===== config.mk =====
export PLATFORM = sky130hd
export DESIGN_NAME = regfile_writeback_ctrl
export DESIGN_NICKNAME = d
export VERILOG_FILES = /design/src/rtl/regfile_writeback_ctrl.sv
export SDC_FILE = /design/constraint.sdc
export NUM_CORES = 1
export LEC_CHECK = 0
export CAP_MARGIN = 20
export CORE_MARGIN = 2
export CORE_UTILIZATION = 48
export DETAILED_ROUTE_END_ITERATION = 6
export GPL_TIMING_DRIVEN = 0
export PLACE_DENSITY = 0.82
export SYNTH_ARGS = -nofsm -noshare
export SYNTH_HDL_FRONTEND = slang
export SYNTH_SLANG_ARGS = --single-unit

===== constraint.sdc =====
create_clock -name clk -period 4.4 [get_ports clk]
set_input_delay 0.88 -clock clk [delete_from_list [all_inputs] [get_ports clk]]
set_output_delay 0.88 -clock clk [all_outputs]
set_load 0.01 [all_outputs]

===== src/rtl/regfile_writeback_ctrl.sv =====
// -----------------------------------------------------------------------------
// regfile_writeback_ctrl
//
// Owns the single write port of a 32 x XLEN RISC-V register file (x0 is
// hardwired to zero). ALU results and in-order load responses are merged onto
// that port, and a busy scoreboard stalls issue on RAW/WAW hazards.
//
// Ports:
//   clk, rst            clock, asynchronous active-high reset
//   issue_valid         decoded instruction presented
//   issue_rs0/rs1/rd    source and destination register numbers
//   issue_writes_rd     instruction writes rd
//   issue_is_load       instruction is a load (data returns via ld_resp_*)
//   issue_ready         issue accepted when issue_valid & issue_ready
//   alu_valid/rd/data   ALU writeback, always accepted, highest priority
//   ld_resp_valid/data  load response, accepted when valid & ld_resp_ready
//   ld_resp_ready       load response may be consumed this cycle
//   wr_ena/addr/data    register file write port (lands on the next edge)
//   loads_outstanding   loads issued but not yet written back
//   idle                no busy registers and no outstanding loads
// -----------------------------------------------------------------------------
module regfile_writeback_ctrl #(
  parameter int LOAD_DEPTH = 4,
  parameter int XLEN       = 32
) (
  input  logic                          clk,
  input  logic                          rst,
  input  logic                          issue_valid,
  input  logic [4:0]                    issue_rs0,
  input  logic [4:0]                    issue_rs1,
  input  logic [4:0]                    issue_rd,
  input  logic                          issue_writes_rd,
  input  logic                          issue_is_load,
  output logic                          issue_ready,
  input  logic                          alu_valid,
  input  logic [4:0]                    alu_rd,
  input  logic [XLEN-1:0]               alu_data,
  input  logic                          ld_resp_valid,
  input  logic [XLEN-1:0]               ld_resp_data,
  output logic                          ld_resp_ready,
  output logic                          wr_ena,
  output logic [4:0]                    wr_addr,
  output logic [XLEN-1:0]               wr_data,
  output logic [$clog2(LOAD_DEPTH):0]   loads_outstanding,
  output logic                          idle
);

  localparam int PTR_W = $clog2(LOAD_DEPTH);
  localparam int CNT_W = PTR_W + 1;

  // Scoreboard: bit r set while a write to xr is pending. Bit 0 is never set.
  logic [31:0]       busy;
  logic [31:0]       busy_next;

  // Load-destination FIFO. Each entry holds the destination register and a
  // flag saying whether the response must actually be written (loads to x0
  // or loads without a destination are still queued so the data is drained).
  logic [4:0]        fifo_rd [LOAD_DEPTH];
  logic              fifo_wr [LOAD_DEPTH];
  logic [PTR_W-1:0]  rd_ptr;
  logic [PTR_W-1:0]  wr_ptr;
  logic [CNT_W-1:0]  count;

  logic              fifo_full;
  logic              fifo_empty;
  logic              issue_fire;
  logic              push;
  logic              push_wr;
  logic              ld_fire;
  logic              head_wr;
  logic [4:0]        head_rd;
  logic              alu_wr;

  assign fifo_full  = (count == CNT_W'(LOAD_DEPTH));
  assign fifo_empty = (count == {CNT_W{1'b0}});
  assign head_rd    = fifo_rd[rd_ptr];
  assign head_wr    = fifo_wr[rd_ptr];

  // Issue acceptance looks only at registered state, so a register whose
  // busy bit clears on this edge still stalls issue for this cycle.
  assign issue_ready = !rst
                     && !busy[issue_rs0]
                     && !busy[issue_rs1]
                     && (!issue_writes_rd || !busy[issue_rd])
                     && (!issue_is_load || !fifo_full);

  assign issue_fire = issue_valid && issue_ready;
  assign push       = issue_fire && issue_is_load;
  assign push_wr    = issue_writes_rd && (issue_rd != 5'd0);

  // The ALU owns the write port whenever it is valid, even for x0.
  assign ld_resp_ready = !rst && !fifo_empty && !alu_valid;
  assign ld_fire       = ld_resp_valid && ld_resp_ready;
  assign alu_wr        = alu_valid && (alu_rd != 5'd0);

  assign loads_outstanding = count;
  assign idle              = (busy == 32'd0) && fifo_empty;

  // Write-port arbitration: ALU first, then the load at the FIFO head.
  always_comb begin
    wr_ena  = 1'b0;
    wr_addr = 5'd0;
    wr_data = {XLEN{1'b0}};
    if (rst) begin
      wr_ena = 1'b0;
    end else if (alu_wr) begin
      wr_ena  = 1'b1;
      wr_addr = alu_rd;
      wr_data = alu_data;
    end else if (ld_fire && head_wr) begin
      wr_ena  = 1'b1;
      wr_addr = head_rd;
      wr_data = ld_resp_data;
    end else begin
      wr_ena = 1'b0;
    end
  end

  // Scoreboard update: clear on writeback, set on issue. The WAW stall keeps
  // a clear and a set of the same register from meeting on one edge.
  always_comb begin
    busy_next = busy;
    if (alu_wr) begin
      busy_next[alu_rd] = 1'b0;
    end else begin
      busy_next = busy_next;
    end
    if (ld_fire && head_wr) begin
      busy_next[head_rd] = 1'b0;
    end else begin
      busy_next = busy_next;
    end
    if (issue_fire && push_wr) begin
      busy_next[issue_rd] = 1'b1;
    end else begin
      busy_next = busy_next;
    end
    busy_next[0] = 1'b0;
  end

  // Scoreboard register.
  always_ff @(posedge clk or posedge rst) begin
    if (rst) begin
      busy <= 32'd0;
    end else begin
      busy <= busy_next;
    end
  end

  // FIFO entry storage, written at the tail on a load issue.
  always_ff @(posedge clk or posedge rst) begin
    if (rst) begin
      for (int i = 0; i < LOAD_DEPTH; i++) begin
        fifo_rd[i] <= 5'd0;
        fifo_wr[i] <= 1'b0;
      end
    end else if (push) begin
      fifo_rd[wr_ptr] <= issue_rd;
      fifo_wr[wr_ptr] <= push_wr;
    end
  end

  // FIFO pointers and occupancy; pointers wrap naturally (depth is 2^n).
  always_ff @(posedge clk or posedge rst) begin
    if (rst) begin
      wr_ptr <= {PTR_W{1'b0}};
      rd_ptr <= {PTR_W{1'b0}};
      count  <= {CNT_W{1'b0}};
    end else begin
      if (push) begin
        wr_ptr <= wr_ptr + PTR_W'(1);
      end
      if (ld_fire) begin
        rd_ptr <= rd_ptr + PTR_W'(1);
      end
      case ({push, ld_fire})
        2'b10:   count <= count + CNT_W'(1);
        2'b01:   count <= count - CNT_W'(1);
        default: count <= count;
      endcase
    end
  end

endmodule


==> results.md, run 1 <==
GRT:
- The first global-routing pass estimated 23,900 um of wire.
- The number of global-route vias before repair came to 4,570.
- For this run, the total global-route usage over all layers was measured as 0.313.
- The number of antenna violations at the first check in global routing is 0.
- Summed over all layers, the global routing overflow is 0.
- Entering global routing, the biggest net connects 47 pins.

STA:
- For this run, the top clock speed supported by timing is between 0.2 and 0.25 GHz.
- Setup repair after global routing left no endpoint under its margin.
- The count of final hold-check violations is 0.
- The worst pin sits at a relative slew slack of 0.428.
- After routing, the total negative slack on setup checks comes to 0 ns.
- Subtracting the final worst setup slack from the clock period gives 4.26 ns.
- The count of pins over their slew limit came to 0.
- In the finished design, the share of the clock period the worst path needs comes to 0.969.
- For the pin with the worst max-slew slack, the measured transition is 0.852 ns.
- The total setup violations reported at the end of the flow is 0.
- The final worst clock skew is slightly below 0.004 ns.

Power and ir drop:
- The power density over the cells is 388 nW/um^2.
- The share of total power in sequential cells is 0.351.
- The highest ir drop seen on vdd is between 200 and 250 uV.
- The power dissipated by switching net loads is 825 uW.
- The analysis attributes to cell leakage a power of 2.48 nW.
- Of the total power, combinational logic draws 0.393.
- The internal power summed over all cells is 1.56 mW.
- Of the total power, the share spent switching nets is 0.346.
- The part of the power in the clock network is 0.256.

Drt:
- The total number of vias is 4,730.
- The total iterations of the first detailed-routing run is 5.
- After the first detailed-routing iteration, the DRC count stood at 577.
- The routed design has 15,800 um of wire.
- The via density per instance is 6.43.
- For this run, design rule violations remaining after detail routing come to 0.
- The residual antenna-violating net count after detailed routing is 0.
- The average wire per standard cell is around 21 um.

Synthesis:
- The total number of yosys warnings is 0.
- The synthesized design contains 0 enable-type register cells.
- After technology mapping, the gate count stands at 480.
- Synthesis inferred between 60 and 70 register bits.
- The portion of synthesized area spent on multiplexers is 0.209.
- For this run, the register share of the synthesized area comes to 0.351.
- Synthesis produced a netlist with a net count of 577.
- The post-synthesis share of cell area spent on and, or, nand and nor gates is 0.179.
- By area, the combinational part of the netlist is dominated by multiplexers.
- After synthesis the cells add up to 4420 sq um.
- The xor-xnor portion of the synthesized cell area is 0.0119.
- Of the total synthesized cell area, the portion taken by full adders, half adders and majority gates is 0.0187.
- The number of unique standard cell types used by synthesis is 42.
- Each instance of the synthesized netlist takes up on average between 9 and 10 sq um.
- Of all flip-flops after synthesis, the portion carrying an async set or reset was 1.00.
- The primary flip-flop cell chosen by synthesis mapping is dfrtp_1.
- The post-synthesis compound-gate area fraction is 0.193.

Worst setup path:
- The largest fanout of any net on the critical path is 10.
- The endpoint identified for the worst register-to-register timing path is loads_outstanding[2].
- The data arrival time of the critical path is 3.38 ns.
- The worst setup path is launched from an input port.
- The worst setup path is captured at a primary output.
- The required time of the critical path is 3.52 ns.
- The number of cells traversed by the worst register-to-register path is 12.
- The worst flop-to-flop path startpoint is busy[8].
- The slack of the worst reg-to-reg path is approximately 0.89 ns.
- The classification of the worst setup path is in2out.

CTS:
- No sink is reached through more buffers than the 2 on the longest clock path.
- Clock tree synthesis selected as its root buffer the cell clkbuf_8.
- TritonCTS built the clock tree.
- Clock-pin slew was measured on the worst setup and hold paths at 0.07 ns.
- The latest clock arrival within the worst-skew pair is 0.35 ns.
- In this run the number of H-tree levels came out at 3.
- Counting every sink on the clock net gives 62.
- The CTS buffer count is 9.

Die:
- The cell row count is 35.
- The height of the die is 100 um.
- The initial core utilization is 0.488.
- The area inside the core boundary is between 9000 and 10,000 sq um.
- The die covers between 9000 and 10,000 sq um.
- For this design the top-level I/O count stands at about 140.
- The width of the die is 100 um.

Placement:
- After detailed placement, the total cell area comes to 5820 sq um.
- The congestion estimate from routability-driven global placement came to 0.967.
- The count of buffers inserted at the top-level ports is 124.
- The detailed placer's ending HPWL is between 10,000 and 15,000 um.

Final layout:
- The fraction of the core area covered by cells at the end of the flow is 0.678.
- Fill cells in the final layout number 703.
- The layout net count is 718.
- 0 antenna diodes ended up in the layout.
- The area growth from synthesis to layout is 39.1%.
- The final design instance area without fill is 6150 sq um.
- Of the cells placed in the final design, the portion with a size suffix greater than 1 is 0.146.

Worst hold path:
- Counting instances, the worst hold path has a depth of 1.
- The path with the worst hold slack has its endpoint at fifo_rd[3].
- The startpoint identified for the worst hold timing path is fifo_rd[3].
- The path class of the tightest hold or removal check is reg2reg.

Run status:
- The flow ran to the end, and the final reports show no timing, DRC or antenna violations.

Job:
- The number of violations of the max-capacitance limit is 0.
## state kept, by name, indices dropped and copies added, names as in the netlist
signal             count
busy                  31
fifo_rd               20
fifo_wr                4
loads_outstanding      3
rd_ptr                 2
wr_ptr                 2
## worst max-delay path: stages
cell and delay (ns):
clkdlybuf4s50_1 0.53, buf_4 0.23, mux4_2 0.53, o2111ai_1 0.23, o2111ai_1 0.26, a2111oi_4 0.40, dlygate4sd2_1 0.32
## final cells by class
cell class                      count  area (sq um)  share of cell area
Tap cell                          111           139              0.0226
Buffer                             34           148              0.0240
Clock buffer                       11           141              0.0230
Sequential cell                    62          1550               0.252
Clock inverter                      4          95.1              0.0155
Inverter                            9          33.8             0.00549
Timing Repair Buffer              130          1300               0.211
Multi-Input combinational cell    375          2740               0.446
## placed cells by master (no fill, tap or decap), drive strengths merged, types with 2 or more instances in the layout
cell	synthesis	final
nor3	7	7
nor4	7	7
o311ai	2	2
inv	9	9
or3	4	4
mux2i	26	26
a22o	2	2
nand2	87	87
xnor2	3	3
a21oi	41	41
a22oi	2	2
mux4	16	16
o221ai	31	31
nand3b	9	9
clkdlybuf4s50	0	123
mux2	27	27
nor2	12	12
buf	9	15
dfrtp	62	62
o21ai	33	33
nor2b	6	6
nand3	11	11
clkbuf	25	36
o22ai	6	6
or3b	5	5
bufinv	0	3
o2111ai	4	4
ha	5	5
nand2b	3	3
xor2	3	3
or2	3	3
nand4	8	8
o31a	2	2
## metal layers
layer  global-route usage  vias up  wire (um)
li1                     -     2093          -
met1                0.364     2238       5840
met2                0.520      319       7440
met3               0.0898       80       1630
met4                0.175        0        880
met5                    0        -          0
## synth_stat cells, types with 2 or more instances
cell type,number,share of area
or3_1,4,0.0057
mux4_2,16,0.082
mux2_2,27,0.069
o22ai_1,6,0.0085
nand4_1,8,0.011
inv_1,9,0.0076
nor2b_1,6,0.0085
dfrtp_1,62,0.35
clkbuf_1,25,0.021
nand3b_1,9,0.015
or2_2,3,0.0042
nor3_1,7,0.0079
xor2_1,3,0.0059
ha_1,5,0.014
nand3_1,11,0.012
nor4_1,7,0.0099
a21oi_1,41,0.046
o2111ai_1,4,0.0079
buf_2,5,0.0057
nand2b_1,3,0.0042
buf_1,4,0.0034
a22oi_1,2,0.0034
nor2_1,12,0.010
o21ai_0,33,0.037
o31a_1,2,0.0040
o221ai_1,31,0.061
xnor2_1,3,0.0059
nand2_1,87,0.074
or3b_2,5,0.0099
o311ai_0,2,0.0040
mux2i_1,26,0.059
a22o_1,2,0.0040
## worst max-delay path by stage
| stage | start | endpoint | slack (ns) |
|---|---|---|---|
| finish | issue_rs0[1] | issue_ready | 0.14 |
| floorplan | rst | wr_data[22] | 0.38 |
| global route | alu_rd[4] | wr_data[20] | 0.02 |
| CTS | rst | wr_data[11] | 0.02 |
| global placement | rst | wr_data[14] | -1.52 |
| detailed placement | rst | wr_data[11] | -0.54 |
## what timing repair did
action	4_1_cts	5_1_grt
buffers inserted	3	2
hold buffers	0	0
gates resized for setup	10	15
setup endpoints to repair	37	33
pin swaps	1	1
## through the flow
stage	hold slack [ns]	std cells	total power, mW	setup slack (ns)
6_report	0.506	736	2.38	0.136
5_1_grt	0.521	736	2.51	0.0242
4_1_cts	0.507	734	2.36	0.0183
3_5_place_dp	0.491	716	1.74	-0.539
3_3_place_gp	0.482	715	1.70	-1.52
2_1_floorplan	0.474	480	1.39	0.376
## logic make-up (layout without fill, tap and decap cells)
| group | Yosys count | after routing |
|---|---|---|
| simple gates | 165 | 165 |
| compound gates | 129 | 129 |
| mux | 69 | 69 |
| flops | 62 | 62 |
| buf+inv | 43 | 188 |
| fa+ha+maj | 6 | 6 |
| xor+xnor | 6 | 6 |
## power by group through the flow
stage | Combinational [mW] | Sequential (mW) | Clock [mW]
after detailed placement | 0.903 | 0.842 | 0
final | 0.937 | 0.837 | 0.610
after CTS | 0.918 | 0.833 | 0.612
after global placement | 0.871 | 0.826 | 0
after global routing | 1.01 | 0.852 | 0.646
after floorplan | 0.586 | 0.807 | 0
Power figures use the tool's default switching activity.
==> inputs of run 2 (changes only) <==
==> constraint.sdc (replaced) <==
create_clock -name clk -period 4.2 [get_ports clk]
set_input_delay 0.84 -clock clk [delete_from_list [all_inputs] [get_ports clk]]
set_output_delay 0.84 -clock clk [all_outputs]
set_load 0.01 [all_outputs]
==> run 2 against run 1 <==
  * First-iteration DRC count is 5.4% lower
  * Clock power is 4.4% higher
  * Clock skew is 0.0018 ns higher
  * Die area stayed put
  * Largest cell class unchanged
  * Non-clock buffer count is 7 higher
  * Sequential share of layout area is 0.40 points lower
  * Combinational power is 6.4% higher
  * Cell area is 1.6% higher
  * Critical path depth is 1 higher
  * Clock-buffer cell count stayed put
  * Global-route usage is 0.060 points higher
==> results.md, run 2 (synthesized netlist as in run 1, its figures left out) <==
Run status:
- Result of the run: finished clean (unchanged).

STA:
- The count of pins over their slew limit is 0 (unchanged).
- Static timing analysis puts the maximum clock frequency at between 0.2 and 0.25 GHz.
- The count of final hold-check violations is 0 (unchanged).
- The final worst slack is 0.0819 ns (was 0.136 ns).
- The final worst clock skew is 0.00564 ns (was 0.00387 ns).
- The ratio of final minimum period to clock period is 0.981.
- The remaining max-slew budget at the tightest pin was 0.424 (was 0.428).
- The total setup violations reported at the end of the flow is 0 (unchanged).
- For the finished layout, the period the worst path requires is around 4.1 ns.
- The measured slew at the worst slew-check pin is 0.857 ns (was 0.852 ns).

Drt:
- The number of DRC violations after detailed-routing iteration 0 is 546 (was 577).
- The total routed wirelength is 15,900 um (was 15,800 um).
- The residual antenna-violating net count after detailed routing came to 0 (unchanged).
- The average wire per standard cell is 21.4 um (was 21.5 um).
- The total iterations of the first detailed-routing run came to 6 (was 5).
- The total number of vias is 4,757 (was 4,730).
- The via density per instance was 6.40 (was 6.43).
- The number of design rule violations left after detail routing was 0 (unchanged).

Final layout:
- The fraction of layout cells with a size suffix above 1 was 0.163 (was 0.146).
- The register area was 1550 sq um (unchanged).
- The fraction of the core area covered by cells at the end of the flow is 0.689 (was 0.678).
- Registers with the most flip-flops: busy x31, fifo_rd x20, fifo_wr x4 (unchanged).
- The total inserted antenna cells came to 0 (unchanged).
- The number of flip-flops under the largest register name is 31 (unchanged).
- The layout net count is 725 (was 718).
- The most frequent standard cell in the layout excluding fill and tap cells is clkdlybuf4s50_1 (unchanged).
- Top library cells by usage in the layout, fill and taps aside: 122 x clkdlybuf4s50_1, 87 x nand2_1, 62 x dfrtp_1 (was 123 x clkdlybuf4s50_1, 87 x nand2_1, 62 x dfrtp_1).
- The number of fillers in the final layout came to 679 (was 703).
- The register ranked first by flip-flop count is busy (unchanged).
- The combined area of the multi-input logic cells is 2780 sq um (was 2740 sq um).
- The area growth from synthesis to layout was 41.4% (was 39.1%).
- The final design instance area without fill is 6250 sq um (was 6150 sq um).

Power and ir drop:
- The power density over the cells came to 402 nW/um^2 (was 388 nW/um^2).
- The static leakage power is 2.53 nW (was 2.48 nW).
- The highest ir drop seen on vdd came to 231 uV (was 220 uV).
- The overall power was 2.51 mW (was 2.38 mW).

Die:
- The area inside the core boundary is 9060 sq um (unchanged).
- The count of boundary I/O pins is 135 (unchanged).
- The initial core utilization is 0.488 (unchanged).
- The cell row count was 35 (unchanged).
- The width of the die is 100 um (unchanged).
- The floorplan die area is 9990 sq um (unchanged).
- The height of the die is 100 um (unchanged).

Worst setup path:
- The capture instance of the worst register-to-register path is loads_outstanding[2] (unchanged).
- The number of cells traversed by the worst register-to-register path is 13 (was 12).
- The source of the critical timing path is issue_rs0[1] (unchanged).
- The slack of the worst reg-to-reg path was 0.85 ns (was 0.89 ns).
- The largest fanout of any net on the critical path is 8 (was 10).
- The capturing element of the worst setup path is issue_ready (unchanged).
- The data arrival time of the critical path is 3.28 ns (was 3.38 ns).
- The required time of the critical path is 3.36 ns (was 3.52 ns).
- The kind of end point of the critical path is a primary output (unchanged).
- The worst flop-to-flop path startpoint is busy[8] (unchanged).
- The kind of start point of the critical path is an input port (unchanged).
- The classification of the worst setup path is in2out (unchanged).

GRT:
- The total global routing overflow came to 0 (unchanged).
- The number of antenna violations at the first check in global routing was 0 (unchanged).
- The number of global-route vias before repair is 4,573 (was 4,570).
- The overall track demand over capacity in global routing came to 0.314 (was 0.313).
- The first-pass GRT wire length is 24,000 um (was 23,900 um).
- The pin count of the biggest net entering global routing was 47 (unchanged).

CTS:
- The total clock sinks was 62 (unchanged).
- The clock root buffer master is clkbuf_8 (unchanged).
- The CTS tree is yes (unchanged).
- The CTS buffer count is 9 (unchanged).
- The number of buffers between clock root and the deepest sink is 2 (unchanged).
- The count of H-tree levels built during CTS is 3 (unchanged).
- The CTS clock-pin slew for the worst setup and hold paths is 0.07 ns (about the same).
- The latest clock arrival within the worst-skew pair is 0.34 ns (was 0.35 ns).

Job:
- The number of violations of the max-capacitance limit is 0 (unchanged).

Placement:
- The count of buffers inserted at the top-level ports came to 124 (unchanged).
- The placed cell area is 5820 sq um (unchanged).
- The final estimated routing congestion in global placement is 0.967 (unchanged).
- The setup slack after placement is -0.659 ns (was -0.539 ns).
- The detailed placer's ending HPWL is 11,400 um (unchanged).

Worst hold path:
- The worst hold-check path type is reg2reg (unchanged).
==> run 2: cell count changes in the layout (fill, tap and decap cells not counted), sizes merged <==
cell / delta
clkbuf: -1
dlymetal6s2s: +1
buf: +8
clkdlybuf4s50: -1
==> run 2: worst max-delay path: stages <==
cell and delay (ns):
clkdlybuf4s50_1 0.54, buf_6 0.16, mux4_2 0.51, o2111ai_2 0.20, o2111ai_2 0.21, a2111oi_4 0.36, buf_4 0.19, dlygate4sd2_1 0.27
==> run 2: report_power, final <==
| part | total, mW | leakage [nW] | internal, mW | switching, mW |
|---|---|---|---|---|
| clock network | 0.637 | 0.119 | 0.406 | 0.230 |
| registers | 0.879 | 0.816 | 0.752 | 0.127 |
| logic | 0.997 | 1.60 | 0.483 | 0.514 |
| total | 2.51 | 2.53 | 1.64 | 0.871 |
==> run 2: final cells by class <==
cell class,count,share of cell area
sequential,62,0.248
multi-input combinational,375,0.445
clock inverter,4,0.0152
clock buffer,11,0.0226
timing repair buffer,137,0.217
buffer,34,0.0248
inverter,9,0.00541
tap,111,0.0222
==> run 2: per-stage QoR <==
| stage | TNS, ns | instances | hold WS (ns) |
|---|---|---|---|
| after floorplan | 0 | 480 | 0.474 |
| after global placement | -56.75 | 715 | 0.482 |
| after detailed placement | -23.72 | 716 | 0.491 |
| after CTS | 0 | 735 | 0.507 |
| after global routing | -0.0304 | 743 | 0.521 |
| final | 0 | 743 | 0.506 |
==> run 2: timing repair <==
item / in CTS / in global routing
endpoints found under the setup margin: 39 / 36
hold buffers: 0 / 0
pin swaps: 2 / 3
setup buffers: 4 / 8
gates resized for setup: 14 / 20
cloned: 0 / 0
hold endpoints to repair: 0 / 0
==> run 2: worst min path at each step <==
stage | from | endpoint | slack (ns) | cells past startpoint
3_3_place_gp | fifo_rd[11] | fifo_rd[11] | 0.48 | 1
4_1_cts | fifo_rd[3] | fifo_rd[3] | 0.51 | 1
6_report | fifo_rd[14] | fifo_rd[14] | 0.51 | 1
2_1_floorplan | fifo_rd[5] | fifo_rd[5] | 0.47 | 1
5_1_grt | fifo_rd[16] | fifo_rd[16] | 0.52 | 1
3_5_place_dp | fifo_rd[3] | fifo_rd[3] | 0.49 | 1
==> run 2: per-layer routing <==
layer,GRT usage,wire length [um],part of all wire
met1,0.365,5930,0.37
met2,0.521,7350,0.46
met5,0,0,0
met4,0.175,1040,0.065
met3,0.0898,1620,0.10
==> inputs of run 3 (changes only) <==
--- a/config.mk
+++ b/config.mk
@@ -14,3 +14,4 @@
 export SYNTH_ARGS = -nofsm -noshare
 export SYNTH_HDL_FRONTEND = slang
 export SYNTH_SLANG_ARGS = --single-unit
+export TNS_END_PERCENT = 10
==> results of run 3 <==
Same layout as run 2: the final DEF is identical, and so are final timing and power.
